### src/rtl/mapper_megaram_multi.sv
// Multi-instance MegaRAM/MegaROM mapper sharing one RAM port.
// ASCII8K / ASCII16K / Konami-SCC bank decode, req/ack RAM FSM with timeout.
module mapper_megaram_multi #(
  parameter int SLOTS   = 2,
  parameter int ADDR_W  = 27,
  parameter int TIMEOUT = 255,
  localparam int ID_W   = (SLOTS > 1) ? $clog2(SLOTS) : 1
) (
  input  logic              clk,
  input  logic              reset_n,
  input  logic [ID_W-1:0]   inst_id,
  input  logic [1:0]        mode,
  input  logic [ADDR_W-1:0] base_addr,
  input  logic [7:0]        bank_mask,
  input  logic [15:0]       cpu_addr,
  input  logic [7:0]        cpu_data,
  input  logic              cpu_req,
  input  logic              cpu_rd,
  input  logic              cpu_wr,
  output logic              cpu_wait,
  output logic              scc_en,
  output logic              ram_req,
  input  logic              ram_ack,
  output logic [ADDR_W-1:0] ram_addr,
  output logic              ram_rnw,
  output logic              timeout_err
);

  typedef enum logic {IDLE, ACCESS} state_e;

  localparam logic [1:0]  M_OFF = 2'b00;
  localparam logic [1:0]  M_A8  = 2'b01;
  localparam logic [1:0]  M_SCC = 2'b10;
  localparam logic [1:0]  M_A16 = 2'b11;
  localparam logic [15:0] TO_LIM = 16'(TIMEOUT);

  state_e              state_q, state_d;
  logic [7:0]          bank_q [SLOTS][4];
  logic [15:0]         cnt_q, cnt_d;
  logic                req_q, req_d;
  logic                rnw_q, rnw_d;
  logic                err_q, err_d;
  logic [ADDR_W-1:0]   addr_q, addr_d;

  logic                id_ok, active, idle, busy;
  logic [ID_W-1:0]     sel;
  logic [2:0]          pg;
  logic [1:0]          pidx;
  logic                in_win;
  logic [7:0]          cur, b2;
  logic                scc_win, rd_hit, wr_hit, hit;
  logic                rw, a8_we, a16_we, scc_we;
  logic [ADDR_W-1:0]   lin;

  assign id_ok  = 32'(inst_id) < 32'(SLOTS);
  assign sel    = id_ok ? inst_id : '0;
  assign active = id_ok && (mode != M_OFF);
  assign idle   = (state_q == IDLE);
  assign busy   = (state_q == ACCESS);

  assign pg     = cpu_addr[15:13];
  assign pidx   = {pg[2], pg[0]};
  assign in_win = (pg >= 3'd2) && (pg <= 3'd5);
  assign cur    = bank_q[sel][pidx];
  assign b2     = bank_q[sel][2];

  assign scc_win = active && (mode == M_SCC)
                && (cpu_addr[15:11] == 5'b10011)
                && (b2[5:0] == 6'h3f);
  assign scc_en  = scc_win && (cpu_req || busy);

  assign rd_hit = cpu_rd && in_win && !scc_win;
  assign wr_hit = cpu_wr && mode[0] && in_win
               && (pg != 3'b011) && cur[7];
  assign hit    = active && cpu_req && idle
               && (rd_hit || wr_hit);

  assign cpu_wait = busy || hit;

  assign rw     = active && cpu_req && cpu_wr && idle;
  assign a8_we  = rw && (mode == M_A8) && (pg == 3'b011);
  assign a16_we = rw && (mode == M_A16) && (pg == 3'b011)
               && !cpu_addr[11];
  assign scc_we = rw && (mode == M_SCC) && in_win
               && (cpu_addr[12:11] == 2'b10);

  assign lin = base_addr
             + ADDR_W'({cur & bank_mask, 13'h0})
             + ADDR_W'(cpu_addr[12:0]);

  // Bank registers: mapper-specific register write decode
  always_ff @(posedge clk or negedge reset_n) begin
    if (!reset_n) begin
      for (int i = 0; i < SLOTS; i++)
        for (int j = 0; j < 4; j++)
          bank_q[i][j] <= 8'(j);
    end else if (a8_we) begin
      bank_q[sel][cpu_addr[12:11]] <= cpu_data;
    end else if (a16_we) begin
      bank_q[sel][{cpu_addr[12], 1'b0}] <=
        {cpu_data[7], cpu_data[5:0], 1'b0};
      bank_q[sel][{cpu_addr[12], 1'b1}] <=
        {cpu_data[7], cpu_data[5:0], 1'b1};
    end else if (scc_we) begin
      bank_q[sel][pidx] <= cpu_data;
    end
  end

  // RAM handshake state register
  always_ff @(posedge clk or negedge reset_n) begin
    if (!reset_n) begin
      state_q <= IDLE;
      cnt_q   <= '0;
      req_q   <= 1'b0;
      rnw_q   <= 1'b1;
      err_q   <= 1'b0;
      addr_q  <= '0;
    end else begin
      state_q <= state_d;
      cnt_q   <= cnt_d;
      req_q   <= req_d;
      rnw_q   <= rnw_d;
      err_q   <= err_d;
      addr_q  <= addr_d;
    end
  end

  // RAM handshake next state: launch, ack, timeout abort
  always_comb begin
    state_d = state_q;
    cnt_d   = cnt_q;
    req_d   = req_q;
    rnw_d   = rnw_q;
    err_d   = err_q;
    addr_d  = addr_q;
    unique case (state_q)
      IDLE: begin
        if (hit) begin
          state_d = ACCESS;
          req_d   = 1'b1;
          addr_d  = lin;
          rnw_d   = ~cpu_wr;
          cnt_d   = 16'd1;
        end
      end
      ACCESS: begin
        if (ram_ack) begin
          state_d = IDLE;
          req_d   = 1'b0;
        end else if (cnt_q >= TO_LIM) begin
          state_d = IDLE;
          req_d   = 1'b0;
          err_d   = 1'b1;
        end else begin
          cnt_d = cnt_q + 16'd1;
        end
      end
      default: state_d = IDLE;
    endcase
  end

  assign ram_req     = req_q;
  assign ram_addr    = addr_q;
  assign ram_rnw     = rnw_q;
  assign timeout_err = err_q;

endmodule

### config.mk
export PLATFORM = sky130hd
export DESIGN_NAME = mapper_megaram_multi
export DESIGN_NICKNAME = d
export VERILOG_FILES = /design/src/rtl/mapper_megaram_multi.sv
export SDC_FILE = /design/constraint.sdc
export NUM_CORES = 1
export LEC_CHECK = 0
export CAP_MARGIN = 10
export CELL_PAD_IN_SITES_DETAIL_PLACEMENT = 0
export CELL_PAD_IN_SITES_GLOBAL_PLACEMENT = 2
export CORE_MARGIN = 3
export CORE_UTILIZATION = 38
export CTS_BUF_LIST = sky130_fd_sc_hd__clkbuf_2
export CTS_CLUSTER_DIAMETER = 80
export CTS_CLUSTER_SIZE = 25
export DETAILED_ROUTE_END_ITERATION = 8
export PLACE_DENSITY_LB_ADDON = 0.2
export RECOVER_POWER = 100
export SYNTH_ARGS = -nofsm -noshare
export SYNTH_HDL_FRONTEND = slang
export SYNTH_SLANG_ARGS = --single-unit
### constraint.sdc
create_clock -name clk -period 5.8 [get_ports clk]
set_input_delay 0.87 -clock clk [delete_from_list [all_inputs] [get_ports clk]]
set_output_delay 0.87 -clock clk [all_outputs]
set_load 0.01 [all_outputs]
==> impl_results.md, run 1 <==
* First-pass GRT wire length at 34.34 mm
* Start point of the critical path: cpu_addr[15]
* Post-Place Cell Area at 8125 um2
* Avg Inst Size Synth at 9.129 um2
* Setup violators final at 0
* Pwr Total at ~1.9 mW
* Hold bufs inserted after CTS at 0
* I/O pin cnt at 100
* Violated checks: capacitance limit, slew limit
* Critical Path Source Type: input port
* Place WS at 983.7 ps
* TNS Setup at 0 ps
* All-Layer GR Usage at 0.2153
* Hold Vio Cnt, Final at 0
* CTS sink count at 111
* TritonCTS clock tree: yes
* Drt first-iter violations at 549
* Async set-or-reset flop fraction in the synthesized netlist at 1.000
* Switching portion of total power at 0.3515
* Slew HR at -1.680
* H-tree levels at 3
* Status: finished with violations
* Largest net degree at the start of global routing at 71
* HP Class: reg2reg
* HPWL after DPL at 15.83 mm
* Net Sw Power at roughly 0.66 mW
* Total iterations of the first detailed-routing run at 5
* Total global routing overflow at 0
* Clk buf depth at 2
* Worst vdd ir at around 0.13 mV
* Via count of the first global-routing pass at 6,186
* Initial Util at 0.3884
* P_int at 1.221 mW
* Commonest non-fill, non-tap cells in the layout: 102 x dfrtp_1, 84 x nand2_1, 64 x clkdlybuf4s50_1, 60 x o21ai_0, 53 x a21oi_1
* CP cell instances: dlygate4sd3_1 > nand2b_1 > nor2_1 > nor4b_1 > o32a_1 > nand2b_1 > dlygate4sd3_1
* Post-synth cell types at 80
* Register bit total from synthesis at 111
* Cell Area, Synth at 7002 um2
* Crit end category: output pin
* Via density at between 5 and 6
* Seq/Total Area, Yosys at 0.3983
* R2R Path Start: bank_q[41]
* DRC viols at 0
* Die height at 141.7 um
* Die Wd at 141.7 um
* Final worst setup slack at approximately 920 ps
* CTS Root Cell: clkbuf_2
* FILL cells at 1,766
* Fraction of layout cells with a size suffix above 1 at 0.06778
* Fin nets at 927
* Routability congestion estimate at between 0.8 and 0.9
* Slew Limit Fails at 153
* Post-synth EDFFs at 0
* Core box area at 18,020 um2
* Comb pwr share at 0.298
* WS Path Type: in2out
* Mapped Nets at 858
* Top_reg_cell synth: dfrtp_1
* Post-CTS Setup Inserts at 0
* Final period util at 0.8411
* Worst hold slack at 491.3 ps
* Synth area leaders: dfrtp_1 36%, a22oi_1 5.0%, nand2_1 4.5%, ha_1 3.9%, o21ai_0 3.9%
* RSZ-0062 raised after global routing: no
* Clock network fraction of total power at 0.198
* Final Instance Area at 8192 um2
* Register area at between 2000 and 3000 um2
* Cell taking the most area after synthesis: dfrtp_1
* Slowest CP cell: dlygate4sd3_1
* Required time of the critical path at 4930 ps
* Synth Instances at around 770
* Yosys warnings at 0
* # rows at 49
* CP peak stage delay at between 1000 and 1500 ps
* Clk pin slew, worst setup/hold paths at 330 ps
* Area grow syn2layout at 16.99%
* CTS Buf Count at 9
* Most common cell after layout, fill and taps aside: dfrtp_1
* Synth top area share at 0.3645
* Flop pwr share at 0.504
* Min Tclk post-route at 4878 ps
* Multi-input gate area in the final layout at 3881 um2
* Worst EP arrival at around 4000 ps
* Max Cap Violations at 3
* Total Die Area at 20,090 um2
* I/O Buffers at between 90 and 100
* Antenna violations before repair at 1
* Drt wl/cell at 20.34 um
* Hold Path Origin: bank_q[32]
* CTS resizes at 0
* Crit-path max FO at 20
* Tightest Pin Transition at 4021 ps
* Final ANT Viol Nets at 0
* Via count at 6,412
* Power Density at between 200 and 250 nW/um2
* Clock Latency Late Sink at 670 ps
* Leakage power at 3.448 nW
* Wirelength, routed at ~22 mm
* F_max at 205.0 MHz
* Clock Skew at approximately 61 ps
[critical path, delay by kind of cell]
family                 cells  cell delay (ps)
buffers and inverters      2             1660
and+or+nand+nor            4             1190
AOI/OAI and AO/OA          1              280
[flip-flops by register name, indices dropped and copies added, names as in the netlist]
name / flops
busy: 1
cnt_q: 16
bank_q: 64
ram_addr: 27
ram_rnw: 1
ram_req: 1
timeout_err: 1
[per-stage QoR]
stage,utilization,std cells
2_1_floorplan,-,767
3_3_place_gp,0.4508,1054
3_5_place_dp,0.4508,1054
4_1_cts,0.4569,1070
5_1_grt,0.4545,1072
6_report,0.4545,1072
[power by group through the flow]
stage | sequential (mW) | clock (mW) | combinational (mW)
floorplan | 0.983 | 0 | 0.275
global placement | 0.962 | 0 | 0.586
detailed placement | 0.966 | 0 | 0.592
CTS | 0.952 | 0.386 | 0.595
global route | 0.963 | 0.415 | 0.619
finish | 0.948 | 0.374 | 0.560
[worst paths after layout]
| check | endpoint | slack (ps) | cells past startpoint |
|---|---|---|---|
| max in group asynchronous | bank_q[61] | 1570 | 2 |
| hold / removal | bank_q[32] | 490 | 2 |
| hold reg to reg | bank_q[32] | 490 | 2 |
| setup reg to reg | ram_addr[22] | 1910 | 7 |
| min in group asynchronous | ram_addr[4] | 1550 | 1 |
| setup / recovery | cpu_wait | 920 | 7 |
[synth_stat cells (6+ instances only)]
master / n
nand2_1: 84
xnor2_1: 7
clkbuf_1: 30
xor2_1: 6
nand3_1: 10
o211ai_1: 7
dfrtp_1: 102
mux2i_1: 12
nor3_1: 14
and2_1: 10
and3_1: 14
a31oi_1: 8
o21ai_0: 54
o21a_1: 7
buf_2: 11
ha_1: 22
o31ai_1: 8
buf_1: 6
a22oi_1: 47
nand4_1: 11
nand2b_1: 8
inv_1: 19
a21oi_1: 52
a211oi_1: 6
o2bb2ai_1: 18
nor2b_1: 12
mux2_2: 9
dfstp_2: 9
a21o_1: 13
nor2_1: 49
a221o_1: 6
[metal layers]
metal / track usage / vias to the layer above / share of wire
met5: 0 / - / 0
met4: 0.06313 / 0 / 0.018
met3: 0.03404 / 23 / 0.054
met2: 0.3637 / 217 / 0.49
met1: 0.2860 / 3156 / 0.43
li1: - / 3016 / -
[cells by family (layout without fill, tap and decap cells)]
group                    Yosys count  after routing  synth area share
buffers and inverters             71            145           0.04449
AND/OR/NAND/NOR                  243            243            0.1714
other                              0              2                 0
adder cells (fa/ha/maj)           23             23           0.04217
AO/OA/AOI/OAI                    277            277            0.2743
flip-flops                       111            111            0.3983
XOR/XNOR                          13             13           0.01626
multiplexers                      29             29           0.05307
[final cells by class]
| cell class | instances | area share |
|---|---|---|
| multi-input combinational | 585 | 0.4738 |
| sequential | 111 | 0.3405 |
| clock buffer | 9 | 0.005499 |
| inverter | 19 | 0.008706 |
| tap | 229 | 0.03498 |
| antenna | 2 | 0.0006110 |
| clock inverter | 7 | 0.007943 |
| timing repair buffer | 110 | 0.1280 |
(Power assumes the default switching activity.)
==> run 2: changes to the inputs <==
--- a/config.mk
+++ b/config.mk
@@ -9,7 +9,7 @@
 export CELL_PAD_IN_SITES_DETAIL_PLACEMENT = 0
 export CELL_PAD_IN_SITES_GLOBAL_PLACEMENT = 2
 export CORE_MARGIN = 3
-export CORE_UTILIZATION = 38
+export CORE_UTILIZATION = 35
 export CTS_BUF_LIST = sky130_fd_sc_hd__clkbuf_2
 export CTS_CLUSTER_DIAMETER = 80
 export CTS_CLUSTER_SIZE = 25
==> constraint.sdc (replaced) <==
create_clock -name clk -period 4.5 [get_ports clk]
set_input_delay 0.675 -clock clk [delete_from_list [all_inputs] [get_ports clk]]
set_output_delay 0.675 -clock clk [all_outputs]
set_load 0.01 [all_outputs]
==> run 2 against run 1 <==
Compared with the run above: the run still ends with capacitance limit, slew limit left; critical path depth grew 2; hold slack improved by 8.0 ps; non-clock buffer count up 15.
==> impl_results.md, run 2 (synthesis results as in run 1) <==
* Fraction of layout cells with a size suffix above 1 at 0.08178
* FILL cells at 1,996
* Tightest Pin Transition at roughly 1900 ps
* Die height at 147.4 um
* Hold Path Origin: bank_q[0]
* Slew Limit Fails at between 100 and 150
* # rows at between 50 and 60
* Clk pin slew, worst setup/hold paths at 330 ps
* HPWL after DPL at 16.61 mm
* Reg with most FFs: bank_q
* CP peak stage delay at 600 ps
* Power Density at a little under 300 nW/um2
* Wirelength, routed at 22.48 mm
* Multi-input gate area in the final layout at 3881 um2
* Critical Path Source Type: input port
* Antenna violations before repair at 1
* Register area at about 2800 um2
* Violated checks: capacitance limit, slew limit
* TNS Setup at 0 ps
* F_max at about 250 MHz
* Slew HR at -0.2827
* Leakage power at 3.507 nW
* Die Wd at 147.4 um
* CTS Root Cell: clkbuf_2
* Final ANT Viol Nets at 0
* Critical Path Stages at 9
* R2R Path Start: bank_q[15]
* Critical path's top delay family: buffers and inverters
* Drt first-iter violations at between 300 and 400
* Drt wl/cell at 20.03 um
* Placed cells at 1,104
* Most common cell after layout, fill and taps aside: dfrtp_1
* FF-to-FF path depth at 8
* Start point of the critical path: cpu_addr[15]
* Total iterations of the first detailed-routing run at 5
* I/O Buffers at 99
* Crit end category: output pin
* Crit-path max FO at 35
* Status: finished with violations
* Via density at around 5.7
* CTS sink count at roughly 110
* Non-filler cells, final at 1,122
* Core box area at 19,590 um2
* Crit path top cell by count: dlygate4sd3_1
* Largest net degree at the start of global routing at a little under 50
* Clock Latency Late Sink at 670 ps
* Area grow syn2layout at 19.23%
* RSZ-0062 raised after global routing: no
* R2R Setup Slk at 940 ps
* TritonCTS clock tree: yes
* First-pass GRT wire length at 36.07 mm
* Max Cap Violations at 3
* H-tree levels at 3
* Final Instance Area at 8348 um2
* Post-CTS Setup Inserts at 0
* Fin nets at 942
* Via count of the first global-routing pass at 6,362
* Worst EP arrival at 3320 ps
* I/O pin cnt at 100
* Worst vdd ir at 0.1178 mV
* Total Die Area at 21,740 um2
* Clk buf depth at 2
* Initial Util at 0.3574
* Total global routing overflow at 0
* Hold Path End: bank_q[0]
* Hold path cells at 2
* Min Tclk post-route at 3996 ps
* Hold Vio Cnt, Final at 0
* Required time of the critical path at 3830 ps
* Via count at 6,355
* CTS Buf Count at 9
* Routability congestion estimate at 0.8856
* Clock Skew at around 40 ps
* All-Layer GR Usage at 0.2087
* Flip-flop count of the largest register after layout at 64
* HP Class: reg2reg
* WS Path Type: in2out
* DRC viols at 0
* Reg-to-Reg End: ram_addr[26]
* Commonest non-fill, non-tap cells in the layout: 102 x dfrtp_1, 84 x nand2_1, 65 x clkdlybuf4s50_1, 59 x o21ai_0, 53 x a21oi_1
* Slowest CP cell: dlygate4sd3_1
* Setup violators final at 0
* Post-Place Cell Area at 8288 um2
* CP Buf/Inv Count at 4
* CP cell instances: dlygate4sd3_1 > buf_12 > and2b_1 > a221o_1 > a21oi_1 > buf_4 > o32a_1 > nand2b_1 > dlygate4sd3_1
* Final period util at 0.8880
## run 2: per-layer routing
metal | global-route usage | vias to the layer above | wire [um]
li1 | - | 3049 | -
met4 | 0.06337 | 0 | 491
met2 | 0.3565 | 178 | 11070
met5 | 0 | - | 0
met1 | 0.2786 | 3098 | 9996
met3 | 0.02606 | 30 | 914
## run 2: worst min-delay path, delay by kind of cell, from the launching register on
kind,cells,cell delay [ps]
flops,1,450
buf+inv,1,50
compound gates,1,60
## run 2: how the worst max path moves through the flow
stage / to / slack [ps]
final: cpu_wait / 500
after global routing: ram_addr[24] / 370
after CTS: cpu_wait / 730
after detailed placement: ram_addr[25] / 370
after global placement: ram_addr[22] / 420
after floorplan: ram_addr[22] / 670
## run 2: what timing repair did
item / 4_1_cts / 5_1_grt
resized for setup: 0 / 0
hold endpoints to repair: 27 / 0
hold buffers: 1 / 0
## run 2: metrics by stage
stage / power, mW / hold WS [ps] / worst slack, ps / utilization
after floorplan: 1.621 / 379.4 / 671.5 / -
after detailed placement: 2.019 / 457.4 / 372.9 / 0.4231
final: 2.440 / 499.3 / 504.2 / 0.4261
after global routing: 2.605 / 457.9 / 370.8 / 0.4261
after global placement: 2.009 / 451.7 / 424.8 / 0.4231
after CTS: 2.512 / 397.2 / 725.7 / 0.4293
## run 2: layout make-up
| class | instances | share of cell area |
|---|---|---|
| clock buffer | 10 | 0.005995 |
| multi-input combinational | 585 | 0.4649 |
| tap | 265 | 0.03972 |
| clock inverter | 6 | 0.007344 |
| sequential | 111 | 0.3341 |
| antenna | 1 | 0.0002998 |
| timing repair buffer | 125 | 0.1391 |
| inverter | 19 | 0.008543 |
## run 2: power by group
| part | total, mW | internal, mW | switching, mW | leakage, nW |
|---|---|---|---|---|
| Sequential | 1.22 | 1.14 | 0.0829 | 1.43 |
| Combinational | 0.731 | 0.352 | 0.378 | 2.01 |
| Clock | 0.487 | 0.0922 | 0.395 | 0.0682 |
| Total | 2.44 | 1.58 | 0.856 | 3.51 |
